## src/rtl/pokemon_pkg.sv

```systemverilog
//------------------------------------------------------------------------------
// Module   : pokemon_pkg
// Brief    : Shared types and defaults for the overworld/battle encounter path.
// Revision : 1.0 - initial release
//------------------------------------------------------------------------------
`default_nettype none

package pokemon_pkg;

    typedef logic [2:0] species_t;

    localparam int       NUM_SPECIES_DEFAULT = 5;
    localparam species_t SPECIES_DEFAULT     = 3'b000;

    typedef enum logic [2:0] {
        ARM    = 3'd0,
        WALK   = 3'd1,
        DRAW   = 3'd2,
        REQ    = 3'd3,
        BATTLE = 3'd4
    } enc_state_t;

    // Out-of-range random codes fold onto the default species.
    function automatic species_t species_sanitize(input species_t code, input int num);
        return (int'(code) < num) ? code : SPECIES_DEFAULT;
    endfunction

endpackage

`default_nettype wire

```

## src/rtl/encounter_ctrl.sv

```systemverilog
//------------------------------------------------------------------------------
// Module   : encounter_ctrl
// Brief    : Wild-encounter controller: counts grass steps, draws a species
//            from the random source and hands it to the battle FSM via req/ack.
// Revision : 1.0 - initial release
//------------------------------------------------------------------------------
`default_nettype none

module encounter_ctrl
    import pokemon_pkg::*;
#(
    parameter int STEP_THRESH = 4,
    parameter int RAND_HOLD   = 3,
    parameter int NUM_SPECIES = NUM_SPECIES_DEFAULT
) (
    input  logic       Clk,
    input  logic       Reset_n,
    input  logic       step,
    input  logic       in_grass,
    input  logic [2:0] poke_num,
    output logic       rand_en,
    output logic       battle_req,
    output logic [2:0] battle_species,
    input  logic       battle_ack,
    input  logic       battle_done,
    output logic       busy
);

    localparam int         CNT_W     = $clog2(STEP_THRESH + NUM_SPECIES + 1);
    localparam logic [3:0] HOLD_LAST = 4'(RAND_HOLD - 1);

    enc_state_t       state_q,    state_d;
    logic [CNT_W-1:0] step_cnt_q, step_cnt_d;
    logic [3:0]       hold_cnt_q, hold_cnt_d;
    species_t         extra_q,    extra_d;
    species_t         species_q,  species_d;
    logic             rand_en_q;
    logic             battle_req_q;
    logic             busy_q;
    logic [CNT_W-1:0] target;

    assign target = CNT_W'(STEP_THRESH) + CNT_W'(extra_q);

    always_comb begin
        state_d    = state_q;
        step_cnt_d = step_cnt_q;
        hold_cnt_d = hold_cnt_q;
        extra_d    = extra_q;
        species_d  = species_q;
        case (state_q)
            ARM: begin
                extra_d    = species_sanitize(poke_num, NUM_SPECIES);
                step_cnt_d = '0;
                state_d    = WALK;
            end
            WALK: begin
                if (step) begin
                    if (in_grass) begin
                        if (step_cnt_q + CNT_W'(1) == target) begin
                            hold_cnt_d = 4'd0;
                            state_d    = DRAW;
                        end else begin
                            step_cnt_d = step_cnt_q + CNT_W'(1);
                        end
                    end else begin
                        step_cnt_d = '0;
                    end
                end
            end
            DRAW: begin
                if (hold_cnt_q == HOLD_LAST) begin
                    species_d = species_sanitize(poke_num, NUM_SPECIES);
                    state_d   = REQ;
                end else begin
                    hold_cnt_d = hold_cnt_q + 4'd1;
                end
            end
            REQ: begin
                if (battle_ack) begin
                    state_d = BATTLE;
                end
            end
            BATTLE: begin
                if (battle_done) begin
                    state_d = ARM;
                end
            end
            default: state_d = ARM;
        endcase
    end

    // Outputs are registered from the next state so they line up with state_q.
    always_ff @(posedge Clk) begin
        if (!Reset_n) begin
            state_q      <= ARM;
            step_cnt_q   <= '0;
            hold_cnt_q   <= 4'd0;
            extra_q      <= SPECIES_DEFAULT;
            species_q    <= SPECIES_DEFAULT;
            rand_en_q    <= 1'b0;
            battle_req_q <= 1'b0;
            busy_q       <= 1'b0;
        end else begin
            state_q      <= state_d;
            step_cnt_q   <= step_cnt_d;
            hold_cnt_q   <= hold_cnt_d;
            extra_q      <= extra_d;
            species_q    <= species_d;
            rand_en_q    <= (state_d == WALK) || (state_d == DRAW);
            battle_req_q <= (state_d == REQ);
            busy_q       <= (state_d == REQ) || (state_d == BATTLE);
        end
    end

    assign rand_en        = rand_en_q;
    assign battle_req     = battle_req_q;
    assign battle_species = species_q;
    assign busy           = busy_q;

endmodule

`default_nettype wire
```

## config.mk

```make
export PLATFORM = sky130hd
export DESIGN_NAME = encounter_ctrl
export DESIGN_NICKNAME = d
export VERILOG_FILES = /design/src/rtl/pokemon_pkg.sv /design/src/rtl/encounter_ctrl.sv
export SDC_FILE = /design/constraint.sdc
export NUM_CORES = 1
export LEC_CHECK = 0
export CORE_ASPECT_RATIO = 1.5
export CORE_MARGIN = 5
export CORE_UTILIZATION = 35
export CTS_CLUSTER_DIAMETER = 150
export CTS_CLUSTER_SIZE = 24
export DETAILED_ROUTE_END_ITERATION = 8
export GPL_ROUTABILITY_DRIVEN = 0
export PLACE_DENSITY = 0.64
export SYNTH_ARGS = -nofsm -noshare
export SYNTH_HDL_FRONTEND = slang
export SYNTH_SLANG_ARGS = --single-unit
```

## constraint.sdc

```tcl
create_clock -name Clk -period 2.3 [get_ports Clk]
set_input_delay 0.46 -clock Clk [delete_from_list [all_inputs] [get_ports Clk]]
set_output_delay 0.46 -clock Clk [all_outputs]
set_load 0.01 [all_outputs]
```

==> out/metrics.csv <==
metric;value;unit
port_buffers;14;
cap_violations;0;
cp_max_fo;9;
vias;928;
cts_root_buf;clkbuf_8;
clkTransAtPathRegs;0.08;ns
cpMaxStageDelayCell;or4_1;
grt_first_pass_wirelength;4150;um
fmax;460;MHz
diodes;0;
drt-pass1-iter-count;6;
post-route-period-util;0.945;
nFillCells;300;
setup_viol;0;
cts_resized;0;
yosysUniqueCellTypes;37;
fin_crit;2.17;ns
drt_iter0_markers;22;
cts_setup_buffers;0;
maxSlewViolCount;0;
initial_core_util;0.360;
tritoncts;yes;
ioPinCount;15;
powerDensity;538;nW/um^2
synth_enable_flop_cells;0;
cp_cell_sequence;ha_1, o21ai_0, or3_1, and4_1, or4_1, a31oi_1;
synthToLayoutAreaGrowth;22.8;%
final_cell_mix;dfxtp_1 (20), clkdlybuf4s50_1 (14), nor2_1 (12);
cts_hold_buf;0;
coreArea;2880;sq um
row_count;24;
fin_hold_ws;0.513;ns
arrival;2.37;ns
vdd_ir_drop_max;334;uV
die_h;76.7;um
syn_avg_cell_area;8.57;sq um
htree_levels;1;
p_leak;0.499;nW
status;completed;
ys_warn_count;0;
slew_headroom;0.604;
ys_ff_latch;20;
worst_slew_pin_slew;0.590;ns
dp.final_hpwl;1840;um
overflow;0;
hp-class;register to register;
clock_sink_count;20;
final_common_cell;dfxtp_1;
r2r_setup_slack;0.13;ns
nets;150;
cts_made_buffers;3;
drt_wl_total;2400;um
yosysSeqAreaShare;0.386;
synth.net_count;133;
antenna_found_initial;0;
hold_viol_final;0;
critPathLaunchType;register;
grt_pass1_vias;891;
grt_max_degree;17;
rsz0062_at_grt;false;
total_power;686;uW
clk_latency;0.26;ns
async_flop_share;0;
final_layout_size_suffix_gt1_frac;0.0803;
critPathCaptureType;register;
syn_inst;121;
skew;0.00266;ns
final.setup.tns;0;ns
wire_per_inst;13.6;um
required;2.50;ns
grtUsageTotal;0.134;
drc;0;
max_stage_delay;0.53;ns
syn_area;1040;sq um
ant_nets;0;
vias_per_cell;5.27;
die_area;4170;sq um
cts_buffer_depth;2;
critPathKind;register to register;
die_w;54.5;um
synth_ff_type;dfxtp_1;
==> critical path: cells and delay by family (launching register included) <==
family / cells / cell delay, ns
adder cells (fa/ha/maj): 1 / 0.25
flip-flops: 1 / 0.45
AO/OA/AOI/OAI: 2 / 0.25
AND/OR/NAND/NOR: 3 / 1.15
==> sequential cells by signal, summed over array words and instances, names as in the netlist <==
name	cells
rand_en	1
step_cnt_q	4
hold_cnt_q	4
state_q	3
battle_species	3
busy	1
battle_req	1
extra_q	3
==> cells in the mapped netlist (all sizes together), types with 2 or more instances <==
cell type	count	area, sq um
dfxtp	20	400
nor2	12	45.0
nand2	7	26.3
nor3	7	35.0
a21oi	6	30.0
mux2i	6	60.1
inv	5	18.8
o21ai	5	25.0
a31oi	4	25.0
nand3	4	20.0
and3	3	18.8
clkbuf	3	11.3
ha	3	37.5
nor2b	3	18.8
or3	3	18.8
xor2	3	26.3
a211o	2	20.0
nand2b	2	12.5
nor3b	2	15.0
o21a	2	15.0
or4	2	15.0
xnor2	2	17.5
==> logic make-up (layout without fill, tap and decap cells) <==
| kind of cell | count (synthesis) | in the layout | synth area share |
|---|---|---|---|
| multiplexers | 6 | 6 | 0.0579 |
| AND/OR/NAND/NOR | 51 | 51 | 0.267 |
| AO/OA/AOI/OAI | 26 | 26 | 0.168 |
| flip-flops | 20 | 20 | 0.386 |
| buffers and inverters | 10 | 26 | 0.0434 |
| XOR/XNOR | 5 | 5 | 0.0422 |
| adder cells (fa/ha/maj) | 3 | 3 | 0.0362 |
==> routing by layer <==
metal | share of wire | up-vias | wire length, um | global-route usage
li1 | - | 472 | - | -
met1 | 0.41 | 434 | 992 | 0.157
met2 | 0.54 | 17 | 1300 | 0.224
met3 | 0.027 | 5 | 64 | 0.0271
met4 | 0.021 | 0 | 50 | 0.0599
met5 | 0 | - | 0 | 0
==> area by class of cell <==
class,instances,area (sq um),area share
multi-input cells,91,592,0.465
flip-flops and latches,20,400,0.314
repair buffers,16,155,0.122
clock buffers,4,55.1,0.0432
well taps,39,48.8,0.0383
inverters,6,22.5,0.0177
==> stage by stage <==
step	util	cells	setup WS [ns]	cell area [sq um]
3_5_place_dp	0.423	172	0.172	1220
3_3_place_gp	0.423	172	0.214	1220
6_report	0.442	176	0.127	1270
4_1_cts	0.442	176	0.148	1270
5_1_grt	0.442	176	0.00898	1270
2_1_floorplan	-	121	0.292	1040
==> final timing paths <==
kind                startpoint                end  cells past startpoint
max reg2reg      step_cnt_q[0]      step_cnt_q[3]                      6
min reg2reg  battle_species[1]  battle_species[1]                      2
max              step_cnt_q[0]      step_cnt_q[3]                      6
min          battle_species[1]  battle_species[1]                      2
==> where the power goes <==
| group | switching [mW] | leakage (nW) | internal [mW] |
|---|---|---|---|
| registers | 0.00724 | 0.162 | 0.351 |
| logic | 0.0250 | 0.308 | 0.0281 |
| clock network | 0.121 | 0.0288 | 0.153 |
| total | 0.153 | 0.499 | 0.532 |
(Power assumes the default switching activity.)
==> RTL edit, RTL diff (config.mk and constraints unchanged) <==
Re-encode `enc_state_t` (5 states) as one-hot, 5 bits wide.
--- a/src/rtl/pokemon_pkg.sv
+++ b/src/rtl/pokemon_pkg.sv
@@ -13,10 +13,10 @@
     localparam species_t SPECIES_DEFAULT     = 3'b000;
 
-    typedef enum logic [2:0] {
-        ARM    = 3'd0,
-        WALK   = 3'd1,
-        DRAW   = 3'd2,
-        REQ    = 3'd3,
-        BATTLE = 3'd4
+    typedef enum logic [4:0] {
+        ARM    = 5'b00001,
+        WALK   = 5'b00010,
+        DRAW   = 5'b00100,
+        REQ    = 5'b01000,
+        BATTLE = 5'b10000
     } enc_state_t;
 
Check against the original RTL: no difference found for any inputs over 10 cycles, from zero or initial values and one cycle with Reset_n low; not proved beyond that.
==> RTL edit against the unedited design <==
  * Routed wire length up 3.6%
  * Sequential share of layout area down 0.58 points
  * Die area up 9.2%
  * Design area up 12%
  * Worst setup slack better by 0.054 ns
  * Critical path depth down 1
  * Synthesized area up 11%
  * Clock skew up 0.0057 ns
  * Worst hold slack worse by 0.025 ns
  * Count of clock-buffer cells in the layout down 1
  * Sequential cell count up 2
Power is not compared: it rests on default switching activity, and its combinational part moved more than twofold at a synthesized area within 25%.
==> RTL edit: results (changes against the unedited design) <==
----------------------------------------------------
[Outcome]
  Outcome ... finished clean

[Synthesis]
  Cell count after synthesis ... 130 (+7.4%)
  Post-synth top cells ... 22 x sky130_fd_sc_hd__dfxtp_1, 12 x sky130_fd_sc_hd__nor2_1, 9 x sky130_fd_sc_hd__a21oi_1, 8 x sky130_fd_sc_hd__nand2_1, 7 x sky130_fd_sc_hd__mux2i_1
  Fraction of the yosys area taken by sequential cells ... 38.3% (-0.34 points)
  Unique masters post-synth ... 40 (+8.1%)
  Dominant cells by area after synthesis ... sky130_fd_sc_hd__dfxtp_1 38%, sky130_fd_sc_hd__mux2i_1 6.1%, sky130_fd_sc_hd__a21oi_1 3.9%, sky130_fd_sc_hd__nor2_1 3.9%, sky130_fd_sc_hd__ha_1 3.3%
  Net count after synthesis ... 142 (+6.8%)

[Cells and area]
  Share of layout cells above drive strength 1 ... 8.05% (+0.024 points)
  Post-route insts no fill ... 189 (+7.4%)
  Total Nets Final ... 162 (+8.0%)
  Registers with the most flip-flops ... state_q x5, hold_cnt_q x4, step_cnt_q x4
  Filler cell count ... 318 (+6.0%)

[GRT]
  Overall Global Routing Usage ... 12.0% (-1.4 points)
  First-pass GRT wire length ... 4.35 mm (+4.7%)
  Largest net degree at the start of global routing ... 14 (-3)
  Initial antenna violation count ... 0 (unchanged)

[Routing]
  Total wire length ... 2.49 mm (+3.6%)
  Iteration-0 DRC count of the detailed router ... 20 (-9.1%)
  Total via count in the routed design ... 1005 (+8.3%)
  TritonRoute pass-1 iters ... 4 (-2)

[Timing]
  Worst-Margin Slew ... 0.489 ns (-0.101 ns)
  Post-Route Hold Slack ... 0.487 ns (-0.0252 ns)
  Maximum clock skew at final layout ... 0.00835 ns (+0.00569 ns)

[Placement]
  Post-DP HPWL ... 1.91 mm (+3.9%)
  Worst Setup Slack post-DPL ... 0.0933 ns (-0.0784 ns)

[Setup path]
  Cell with the biggest individual delay on the critical path ... sky130_fd_sc_hd__or4_4
  CP Max Fanout ... 7 (-2)
  CP max stage delay ... 0.55 ns (+0.02 ns)
  Arrival time at the worst endpoint ... 2.29 ns (-0.08 ns)
  Cells on worst reg2reg path ... 5 (-1)
  Worst reg2reg setup slack ... 0.18 ns (+0.05 ns)
  Worst reg2reg path endpoint ... step_cnt_q[2]

[Clock network]
  # H-tree levels ... 1 (unchanged)

[Min path]
  Endpoint with the worst hold slack ... hold_cnt_q[0]
  Worst Hold Path Cells ... 1 (-1)

----------------------------------------------------
==> RTL edit: changes by cell type after synthesis, sizes merged, moves of 3 or more <==
cell,change
a31o,+3
a21oi,+3
nor2b,+3
and2,+3
nor3,-3
==> RTL edit: power by group through the flow <==
stage / clock network (uW) / logic, uW / registers (uW)
final: 362 / 254 / 450
after global routing: 390 / 281 / 457
after CTS: 370 / 256 / 450
after detailed placement: 0 / 252 / 459
after global placement: 0 / 251 / 459
after floorplan: 0 / 172 / 453
==> RTL edit: kinds of logic (layout without fill, tap and decap cells) <==
logic type / count (synthesis) / in the layout / synth area share, %
xor+xnor: 3 / 3 / 2.28
compound gates: 34 / 34 / 22.4
fa+ha+maj: 3 / 3 / 3.26
buf+inv: 8 / 27 / 2.61
mux: 7 / 7 / 6.09
simple gates: 53 / 53 / 25.1
flops: 22 / 22 / 38.3
==> RTL edit: worst max-delay path by stage <==
stage,startpoint,endpoint,slack [ns],cells after the start
after floorplan,step_cnt_q[0],step_cnt_q[2],0.33,5
after global placement,battle_done,busy,0.22,5
after detailed placement,battle_done,busy,0.09,5
after CTS,step_cnt_q[0],step_cnt_q[2],0.18,5
after global routing,step_cnt_q[0],step_cnt_q[0],0.12,6
final,step_cnt_q[0],step_cnt_q[2],0.18,5
==> RTL edit: per-layer routing <==
layer	wire, um	track usage (%)
met5	0	0
met4	63	6.26
met3	96	2.73
met2	1200	21.2
met1	1120	13.2
==> RTL edit: through the flow <==
step                utilization, %  power (uW)
floorplan                        -         625
global placement              42.9         710
detailed placement            42.9         711
CTS                           45.2        1080
global route                  45.2        1130
finish                        45.2        1070
==> RTL edit: worst reg2reg max path: stages (launching register included) <==
cell and delay (ns):
sky130_fd_sc_hd__dfxtp_1 0.38, sky130_fd_sc_hd__ha_1 0.30, sky130_fd_sc_hd__or4_4 0.55, sky130_fd_sc_hd__a311oi_4 0.43, sky130_fd_sc_hd__nor3_1 0.14, sky130_fd_sc_hd__a31o_1 0.23
==> RTL edit: layout make-up <==
class	instances	area (um^2)	area share [%]
well taps	40	50.0	3.51
clock buffers	3	41.3	2.89
repair buffers	17	163	11.4
flip-flops and latches	22	440	30.9
clock inverters	1	30.0	2.10
multi-input cells	100	681	47.7
inverters	6	22.5	1.58
